===== config.mk =====
export PLATFORM = sky130hd
export DESIGN_NAME = inst_fetch_ctrl_flat
export DESIGN_NICKNAME = d
export VERILOG_FILES = /design/src/rtl/inst_fetch_ctrl_if.sv /design/src/rtl/inst_fetch_ctrl.sv /design/src/flat_wrapper.sv
export SDC_FILE = /design/constraint.sdc
export NUM_CORES = 1
export LEC_CHECK = 0
export CAP_MARGIN = 20
export CORE_AREA = 2 2 123 125
export DETAILED_ROUTE_END_ITERATION = 10
export DIE_AREA = 0 0 125 127
export GPL_ROUTABILITY_DRIVEN = 0
export HOLD_SLACK_MARGIN = 0.12
export PLACE_DENSITY_LB_ADDON = 0.3
export SYNTH_ARGS = -nofsm -noshare
export SYNTH_HDL_FRONTEND = slang
export SYNTH_SLANG_ARGS = --single-unit
export TNS_END_PERCENT = 5

===== constraint.sdc =====
create_clock -name clk -period 6.3 [get_ports clk]
set_clock_uncertainty 0.15 [all_clocks]
set_input_delay 1.26 -clock clk [delete_from_list [all_inputs] [get_ports clk]]
set_output_delay 1.26 -clock clk [all_outputs]
set_load 0.01 [all_outputs]

===== src/rtl/inst_fetch_ctrl_if.sv =====
// Fetch-side bus bundle: PC handshake, instruction memory req/ack, decode queue head.
// With IFETCH_ALIGN_CHK_EN defined, the bundle also carries if_misalign.
interface inst_fetch_ctrl_if #(
  parameter int WORD_WIDTH = 32
);
  logic [WORD_WIDTH-1:0] pc_addr;
  logic                  flush;
  logic                  pc_stall;
  logic                  im_req;
  logic [WORD_WIDTH-1:0] im_addr;
  logic                  im_ack;
  logic [WORD_WIDTH-1:0] im_rdata;
  logic                  id_stall;
  logic                  if_valid;
  logic [WORD_WIDTH-1:0] if_inst;
  logic [WORD_WIDTH-1:0] if_pc;
`ifdef IFETCH_ALIGN_CHK_EN
  logic                  if_misalign;
`endif

  modport slave (
    input  pc_addr, flush, im_ack, im_rdata, id_stall,
    output pc_stall, im_req, im_addr, if_valid, if_inst, if_pc
`ifdef IFETCH_ALIGN_CHK_EN
    , output if_misalign
`endif
  );

  modport master (
    output pc_addr, flush, im_ack, im_rdata, id_stall,
    input  pc_stall, im_req, im_addr, if_valid, if_inst, if_pc
`ifdef IFETCH_ALIGN_CHK_EN
    , input if_misalign
`endif
  );
endinterface


===== src/rtl/inst_fetch_ctrl.sv =====
// Instruction-fetch responder: issues req/ack memory reads and queues {pc, inst} for decode.
// Optional IFETCH_ALIGN_CHK_EN turns misaligned PCs into NOP entries tagged if_misalign.
module inst_fetch_ctrl #(
  parameter int                    WORD_WIDTH = 32,
  parameter int                    DEPTH      = 2,
  parameter logic [WORD_WIDTH-1:0] NOP_INST   = '0
) (
  input logic               clk,
  input logic               rst,
  inst_fetch_ctrl_if.slave  bus
);
  localparam int PW = $clog2(DEPTH);
  localparam int CW = PW + 1;
  localparam logic [CW-1:0] DEPTH_C = CW'(DEPTH);

  typedef enum logic [1:0] {IDLE, WAIT, DRAIN} state_t;

  state_t                state_q, state_d;
  logic [WORD_WIDTH-1:0] req_addr_q, req_addr_d;
  logic [PW-1:0]         wr_ptr_q, wr_ptr_d, rd_ptr_q, rd_ptr_d;
  logic [CW-1:0]         count_q, count_d, count_after;
  logic [WORD_WIDTH-1:0] addr_mem [DEPTH];
  logic [WORD_WIDTH-1:0] inst_mem [DEPTH];
  logic                  push, pop, push_mis, full, empty;
  logic [WORD_WIDTH-1:0] push_addr, push_inst;
`ifdef IFETCH_ALIGN_CHK_EN
  logic [DEPTH-1:0]      mis_mem;
`endif

  assign empty       = (count_q == '0);
  assign full        = (count_q == DEPTH_C);
  assign pop         = !empty && !bus.id_stall;
  assign count_after = count_q + CW'(1) - CW'(pop);

  always_ff @(posedge clk or posedge rst) begin
    if (rst) begin
      state_q    <= IDLE;
      req_addr_q <= '0;
      wr_ptr_q   <= '0;
      rd_ptr_q   <= '0;
      count_q    <= '0;
    end else begin
      state_q    <= state_d;
      req_addr_q <= req_addr_d;
      wr_ptr_q   <= wr_ptr_d;
      rd_ptr_q   <= rd_ptr_d;
      count_q    <= count_d;
    end
  end

  // Payload storage needs no reset: reads are masked by the empty check.
  always_ff @(posedge clk) begin
    if (push && !bus.flush) begin
      addr_mem[wr_ptr_q] <= push_addr;
      inst_mem[wr_ptr_q] <= push_inst;
`ifdef IFETCH_ALIGN_CHK_EN
      mis_mem[wr_ptr_q]  <= push_mis;
`endif
    end
  end

  always_comb begin
    state_d    = state_q;
    req_addr_d = req_addr_q;
    push       = 1'b0;
    push_addr  = req_addr_q;
    push_inst  = bus.im_rdata;
    push_mis   = 1'b0;
    case (state_q)
      IDLE: begin
        if (!bus.flush && !full) begin
`ifdef IFETCH_ALIGN_CHK_EN
          if (bus.pc_addr[1:0] != 2'b00) begin
            push      = 1'b1;
            push_addr = bus.pc_addr;
            push_inst = NOP_INST;
            push_mis  = 1'b1;
          end else begin
            req_addr_d = bus.pc_addr;
            state_d    = WAIT;
          end
`else
          req_addr_d = bus.pc_addr;
          state_d    = WAIT;
`endif
        end
      end
      WAIT: begin
        // The read still completes on a flush without ack, so DRAIN swallows it.
        if (bus.im_ack) begin
          if (bus.flush) begin
            state_d = IDLE;
          end else begin
            push = 1'b1;
            if (count_after < DEPTH_C) req_addr_d = req_addr_q + WORD_WIDTH'(4);
            else                       state_d    = IDLE;
          end
        end else if (bus.flush) begin
          state_d = DRAIN;
        end
      end
      DRAIN: begin
        if (bus.im_ack) state_d = IDLE;
      end
      default: state_d = IDLE;
    endcase
  end

  always_comb begin
    wr_ptr_d = wr_ptr_q;
    rd_ptr_d = rd_ptr_q;
    count_d  = count_q;
    if (bus.flush) begin
      wr_ptr_d = '0;
      rd_ptr_d = '0;
      count_d  = '0;
    end else begin
      if (push) wr_ptr_d = wr_ptr_q + PW'(1);
      if (pop)  rd_ptr_d = rd_ptr_q + PW'(1);
      count_d = count_q + CW'(push) - CW'(pop);
    end
  end

  assign bus.im_req   = (state_q != IDLE);
  assign bus.im_addr  = req_addr_q;
  assign bus.pc_stall = !(bus.flush || ((state_q == WAIT) && bus.im_ack));
  assign bus.if_valid = !empty;
  assign bus.if_inst  = empty ? NOP_INST : inst_mem[rd_ptr_q];
  assign bus.if_pc    = empty ? '0 : addr_mem[rd_ptr_q];
`ifdef IFETCH_ALIGN_CHK_EN
  assign bus.if_misalign = !empty && mis_mem[rd_ptr_q];
`endif

endmodule


===== src/flat_wrapper.sv =====
// flat-port wrapper written by rule: the top's interface ports become plain ports
module inst_fetch_ctrl_flat 
#(
  parameter int                    WORD_WIDTH = 32,
  parameter int                    DEPTH      = 2,
  parameter logic [WORD_WIDTH-1:0] NOP_INST   = '0
)
  (clk, rst, bus_pc_addr, bus_flush, bus_im_ack, bus_im_rdata, bus_id_stall, bus_pc_stall, bus_im_req, bus_im_addr, bus_if_valid, bus_if_inst, bus_if_pc);
  inst_fetch_ctrl_if #(.WORD_WIDTH(WORD_WIDTH)) bus_i ();
  input logic clk;
  input logic rst;
  input wire logic [$bits(bus_i.pc_addr)-1:0] bus_pc_addr;
  input wire logic [$bits(bus_i.flush)-1:0] bus_flush;
  input wire logic [$bits(bus_i.im_ack)-1:0] bus_im_ack;
  input wire logic [$bits(bus_i.im_rdata)-1:0] bus_im_rdata;
  input wire logic [$bits(bus_i.id_stall)-1:0] bus_id_stall;
  output wire logic [$bits(bus_i.pc_stall)-1:0] bus_pc_stall;
  output wire logic [$bits(bus_i.im_req)-1:0] bus_im_req;
  output wire logic [$bits(bus_i.im_addr)-1:0] bus_im_addr;
  output wire logic [$bits(bus_i.if_valid)-1:0] bus_if_valid;
  output wire logic [$bits(bus_i.if_inst)-1:0] bus_if_inst;
  output wire logic [$bits(bus_i.if_pc)-1:0] bus_if_pc;
  assign bus_i.pc_addr = bus_pc_addr;
  assign bus_i.flush = bus_flush;
  assign bus_i.im_ack = bus_im_ack;
  assign bus_i.im_rdata = bus_im_rdata;
  assign bus_i.id_stall = bus_id_stall;
  assign bus_pc_stall = bus_i.pc_stall;
  assign bus_im_req = bus_i.im_req;
  assign bus_im_addr = bus_i.im_addr;
  assign bus_if_valid = bus_i.if_valid;
  assign bus_if_inst = bus_i.if_inst;
  assign bus_if_pc = bus_i.if_pc;
  inst_fetch_ctrl #(.WORD_WIDTH(WORD_WIDTH), .DEPTH(DEPTH), .NOP_INST(NOP_INST)) u_core (.clk(clk), .rst(rst), .bus(bus_i));
endmodule

# == Word-level counts from Yosys, hierarchy flattened ==
# Memory sizes are Yosys's and may differ from the RTL's.
# Cells that the tools add are included.
# totals
ff_bits,38
latch_bits,0
ram_bits,128
mem_bits_ro,0
inputBits,69
output_inout_bits,99
wordCells,67
memories,2
# mem_list
name,depth,width,rd,rd_clocked_by_memory_dff,wr,line_no,text
u_core.addr_mem,2,32,1,0,1,inst_fetch_ctrl.sv:22,logic [WORD_WIDTH-1:0] addr_mem [DEPTH];
u_core.inst_mem,2,32,1,0,1,inst_fetch_ctrl.sv:23,logic [WORD_WIDTH-1:0] inst_mem [DEPTH];
# classes
add_sub_neg,7
mul,0
n_div,0
n_lt_le_gt_ge,1
eq_ne,10
shifts,0
muxes,24
bitwise,0
n_reduce_logical,18
# op_table
cell,count
$mux W32,6
$pmux W32 S2,1
$add A32 B3 Y32 const B,1
$mux W2,7
$mux W1,9
$reduce_bool A2 Y1,4
$ne A2 B2 Y1 const B,3
$ne A3 B3 Y1 const B,2
$pmux W2 S3,1
$logic_not A1 Y1,5
$reduce_and A5 Y1,1
$eq A2 B2 Y1 const B,2
$logic_and A1 B1 Y1,4
$logic_not A2 Y1,2
$ne A2 B1 Y1 const B,2
$reduce_and A4 Y1,1
$sub A2 B1 Y2,2
$add A1 B1 Y1 const B,2
$add A2 B1 Y2,1
$add A2 B1 Y2 const B,1
$eq A2 B1 Y1 const B,1
$lt A2 B2 Y1 const B,1
$logic_or A1 B1 Y1,1

# == Logic depth before layout (Yosys ltp) ==
# logic_depth
ltp_word,9
ltp_mapped,10
depth_no_buf,9

# == Worst setup path before layout ==
# No wires, ideal clock.
# synth_path
kind,input port to flip-flop
startpoint,input bus_flush
endpoint,"memory u_core.addr_mem[0][0], enable pin"
setup_ps,565
arrival_time_ps,5858
t_required_ps,5585
setup_slack_ps,-273
cell_stages,2
n_path_buf,1
path_cell_list,buf_1 nor3_1
# synth_between
elab_chain_len,6
elab_cells_between_ends,7
cone_classes,5 x mux; 2 x reduce/logical
# synth_rtl
element,line_no,text
start: declaration,flat_wrapper.sv:13,input wire logic [$bits(bus_i.flush)-1:0] bus_flush;
$mux W1,inst_fetch_ctrl.sv:91,if (bus.flush) begin
$mux W1,inst_fetch_ctrl.sv:90,if (bus.im_ack) begin
$mux W1,inst_fetch_ctrl.sv:69,case (state_q)
$logic_and A1 B1 Y1 (*),inst_fetch_ctrl.sv:53,if (push && !bus.flush) begin
$mux W1 (*),inst_fetch_ctrl.sv:53,
$mux W1 (not written as such) (*),inst_fetch_ctrl.sv:54,addr_mem[wr_ptr_q] <= push_addr;
end: declaration,inst_fetch_ctrl.sv:22,
# Mark *: on every way between the ends. The rest lies on a longest branch, timed or not.

# == Worst setup path in the final report ==
# layout_path
startpoint,input bus_flush
endpoint,output bus_pc_stall
# layout_between
elab_chain_len,2
# layout_rtl
element,line_no,text
$logic_or A1 B1 Y1,inst_fetch_ctrl.sv:126,assign bus.pc_stall = !(bus.flush || ((state_q == WAIT) && bus.im_ack));
$logic_not A1 Y1,inst_fetch_ctrl.sv:126,
end: declaration,flat_wrapper.sv:17,output wire logic [$bits(bus_i.pc_stall)-1:0] bus_pc_stall;
# Every way passes these cells.

==> impl_metrics.yaml <==
hold_path:
  hold_class: "flip-flop to flip-flop"
  holdPathStages: 0
  hold_start: "u_core.bus.im_addr[1]"
  min_to: "u_core.addr_mem[1][1]"
setup_path:
  reg2reg_to: "u_core.bus.im_addr[20]"
  crit_type: "input port to output port"
  startpoint_type: "input port"
  cp_data_required_time_ns: 4.89
  cp.arrival_ns: 2.74
  critPathCaptureType: "output port"
  crit_slowest_cell: "clkdlybuf4s50_1"
  reg2reg_slack_ns: 3.05
  worst-path-stages: 3
  crit-reg2reg-launch: "u_core.count_q[1]"
  cp_max_fo: 12
  cp.buffers_inverters: 2
  cpMostUsedCell: "clkdlybuf4s50_1"
  cp_top_family: "buffers and inverters"
  r2r_cells: 10
  slowest_delay_ns: 0.68
  crit_chain: "clkdlybuf4s50_1 -> a21oi_1 -> clkdlybuf4s50_1"
cells_and_area:
  final_cell_mix: "clkdlybuf4s50_1 (167), edfxtp_1 (128), nor2_1 (87)"
  syn_to_final_growth_pct: 34.44
  layout_commonest_cell: "clkdlybuf4s50_1"
  layout-drive-gt1-share_pct: 6.983
  antenna_cells: 0
  fin_nets: 777
floorplan:
  dieArea_sq_um: 15880
  die_h_microns: 127
  initial_core_util_pct: 49.44
  coreArea_sq_um: 14420
  die_w_microns: 125
  row_count: 44
  pin_count: 168
detailed_routing:
  viasPerCell: 5.619
  drt_wl_total_mm: 16.26
  wl_per_cell_microns: 18.07
  postRouteAntennaNets: 0
  vias: 5057
  drc: 0
  drt_iter0_drc: 487
  drt_pass1_iterations: 5
clock_network:
  cts_hold_buf: 0
  cts_max_path_buffers: 2
  cts.sink_count: 166
  numCtsBuffers: 17
  clk_latency_ns: 0.41
  htreeDepth: 4
  cts_root_buffer: "clkbuf_16"
  post_cts_buffers: 0
  clk_pin_slew_ns: 0.05
  ctsResizeCount: 0
  cts_tree: "done"
global_route:
  antenna_found_initial: 0
  grt_pass1_vias: 5087
  grt_usage_pct: 20.87
  grt_first_pass_wirelength_mm: 26.05
  grt_overflow: 0
  grt_max_degree: 66
timing:
  fin_crit_ns: 4.149
  finalSetupViolCount: 0
  rsz0062_at_grt: "false"
  worstMarginPinSlew_ns: 0.9195
  drv_slew: 0
  setup_tns_ns: 0
  hold_viol: 0
  timing.final.crit_share_pct: 65.86
  max_freq_mhz: 241.0
  slew-limit-headroom_pct: 38.70
place:
  hpwl_mm: 10.26
  io_buffers: 167
synth:
  yosysSeqAreaShare_pct: 67.23
  synth-edff-count: 128
  synthArstFlopShare_pct: 22.89
  synth-seq-cells: 166
  synth_area_leaders: "edfxtp_1 (54%), dfrtp_1 (13%), mux2i_1 (9.3%), nor2_1 (4.6%), a21oi_1 (2.5%)"
  syn_inst: 541
  synthesis.area_sq_um: 7132
  yosysTopAreaCell: "edfxtp_1"
  synthFlopType: "edfxtp_1"
  syn_area_per_cell_sq_um: 13.18
  yosysWarnings: 0
  synth_nets: 614
  yosys.area.top_type_share_pct: 53.89
  synth_cell_types: 45
power:
  power_density_nw_per_um2: 460.9
  ir_drop_mv: 0.2420
  design_power_total_uw: 4419
  leakage_uw: 0.003260
run:
  maxCapViolCount: 0
outcome:
  run_status: "finished clean"
## synth_stat cells, drive strengths merged, types with 2 or more instances
cell and instances:
edfxtp 128, nor2 90, mux2i 66, dfrtp 38, a21oi 35, nand2 22, buf 17, o21ai 15
nand3 14, clkbuf 13, o22ai 13, nand4 11, a2bb2oi 9, and3 7, inv 6, nor3 6
a31oi 5, o22a 5, and2 4, ha 4, nor2b 4, a311oi 3, and4 3, or3 3
xor2 3, mux2 2, o32a 2, xnor2 2
## report_power, final
group / leakage (uW) / switching [uW] / internal [uW]
Clock: 0.000266 / 390 / 577
Sequential: 0.00159 / 263 / 1430
Combinational: 0.00141 / 872 / 889
Total: 0.00326 / 1520 / 2890
## metal layers
metal  vias to the layer above  wire, microns  GRT usage (%)
met1                      2454           7079          27.63
met4                         0            167          5.752
met3                        17           1322          6.198
li1                       2357              -              -
met5                         -              0              0
met2                       229           7695          34.02
## worst max-delay path by stage
stage / startpoint / slack (ns) / endpoint
2_1_floorplan: bus_flush / 1.69 / u_core.addr_mem[0][0]
3_3_place_gp: bus_flush / 2.18 / bus_pc_stall
3_5_place_dp: bus_flush / 2.13 / bus_pc_stall
4_1_cts: bus_flush / 2.13 / bus_pc_stall
5_1_grt: u_core.count_q[1] / 2.03 / bus_if_pc[29]
6_report: bus_flush / 2.15 / bus_pc_stall
## cell families after synthesis
family / share of synthesized area (%)
mux: 9.579
xor+xnor: 0.6141
buf+inv: 2.211
compound gates: 8.667
fa+ha+maj: 0.7018
simple gates: 11.00
flops: 67.23
## registers in the layout, summed over array words and instances, names as in the netlist
name / count
u_core.rd_ptr_q: 1
u_core.wr_ptr_q: 1
u_core.inst_mem: 64
u_core.bus.im_addr: 32
u_core.addr_mem: 64
u_core.state_q: 2
u_core.count_q: 2
## stage by stage
step	setup WS (ns)	hold slack, ns	util [%]	std cells	cell area (sq um)
finish	2.151	0.3558	66.47	900	9588
global route	2.028	0.3615	66.47	900	9588
CTS	2.129	0.3479	66.00	897	9520
detailed placement	2.128	0.3325	62.21	866	8972
global placement	2.178	0.3268	62.21	866	8972
floorplan	1.685	0.3748	-	541	7137
## area by class of cell
| class | count | area, sq um |
|---|---|---|
| multi-input combinational | 339 | 2220 |
| timing repair buffer | 174 | 1769 |
| clock buffer | 21 | 440.4 |
| sequential | 166 | 4798 |
| fill | 1101 | 4836 |
| clock inverter | 10 | 107.6 |
| tap | 184 | 230.2 |
| inverter | 6 | 22.52 |
Power figures use the tool's default switching activity.
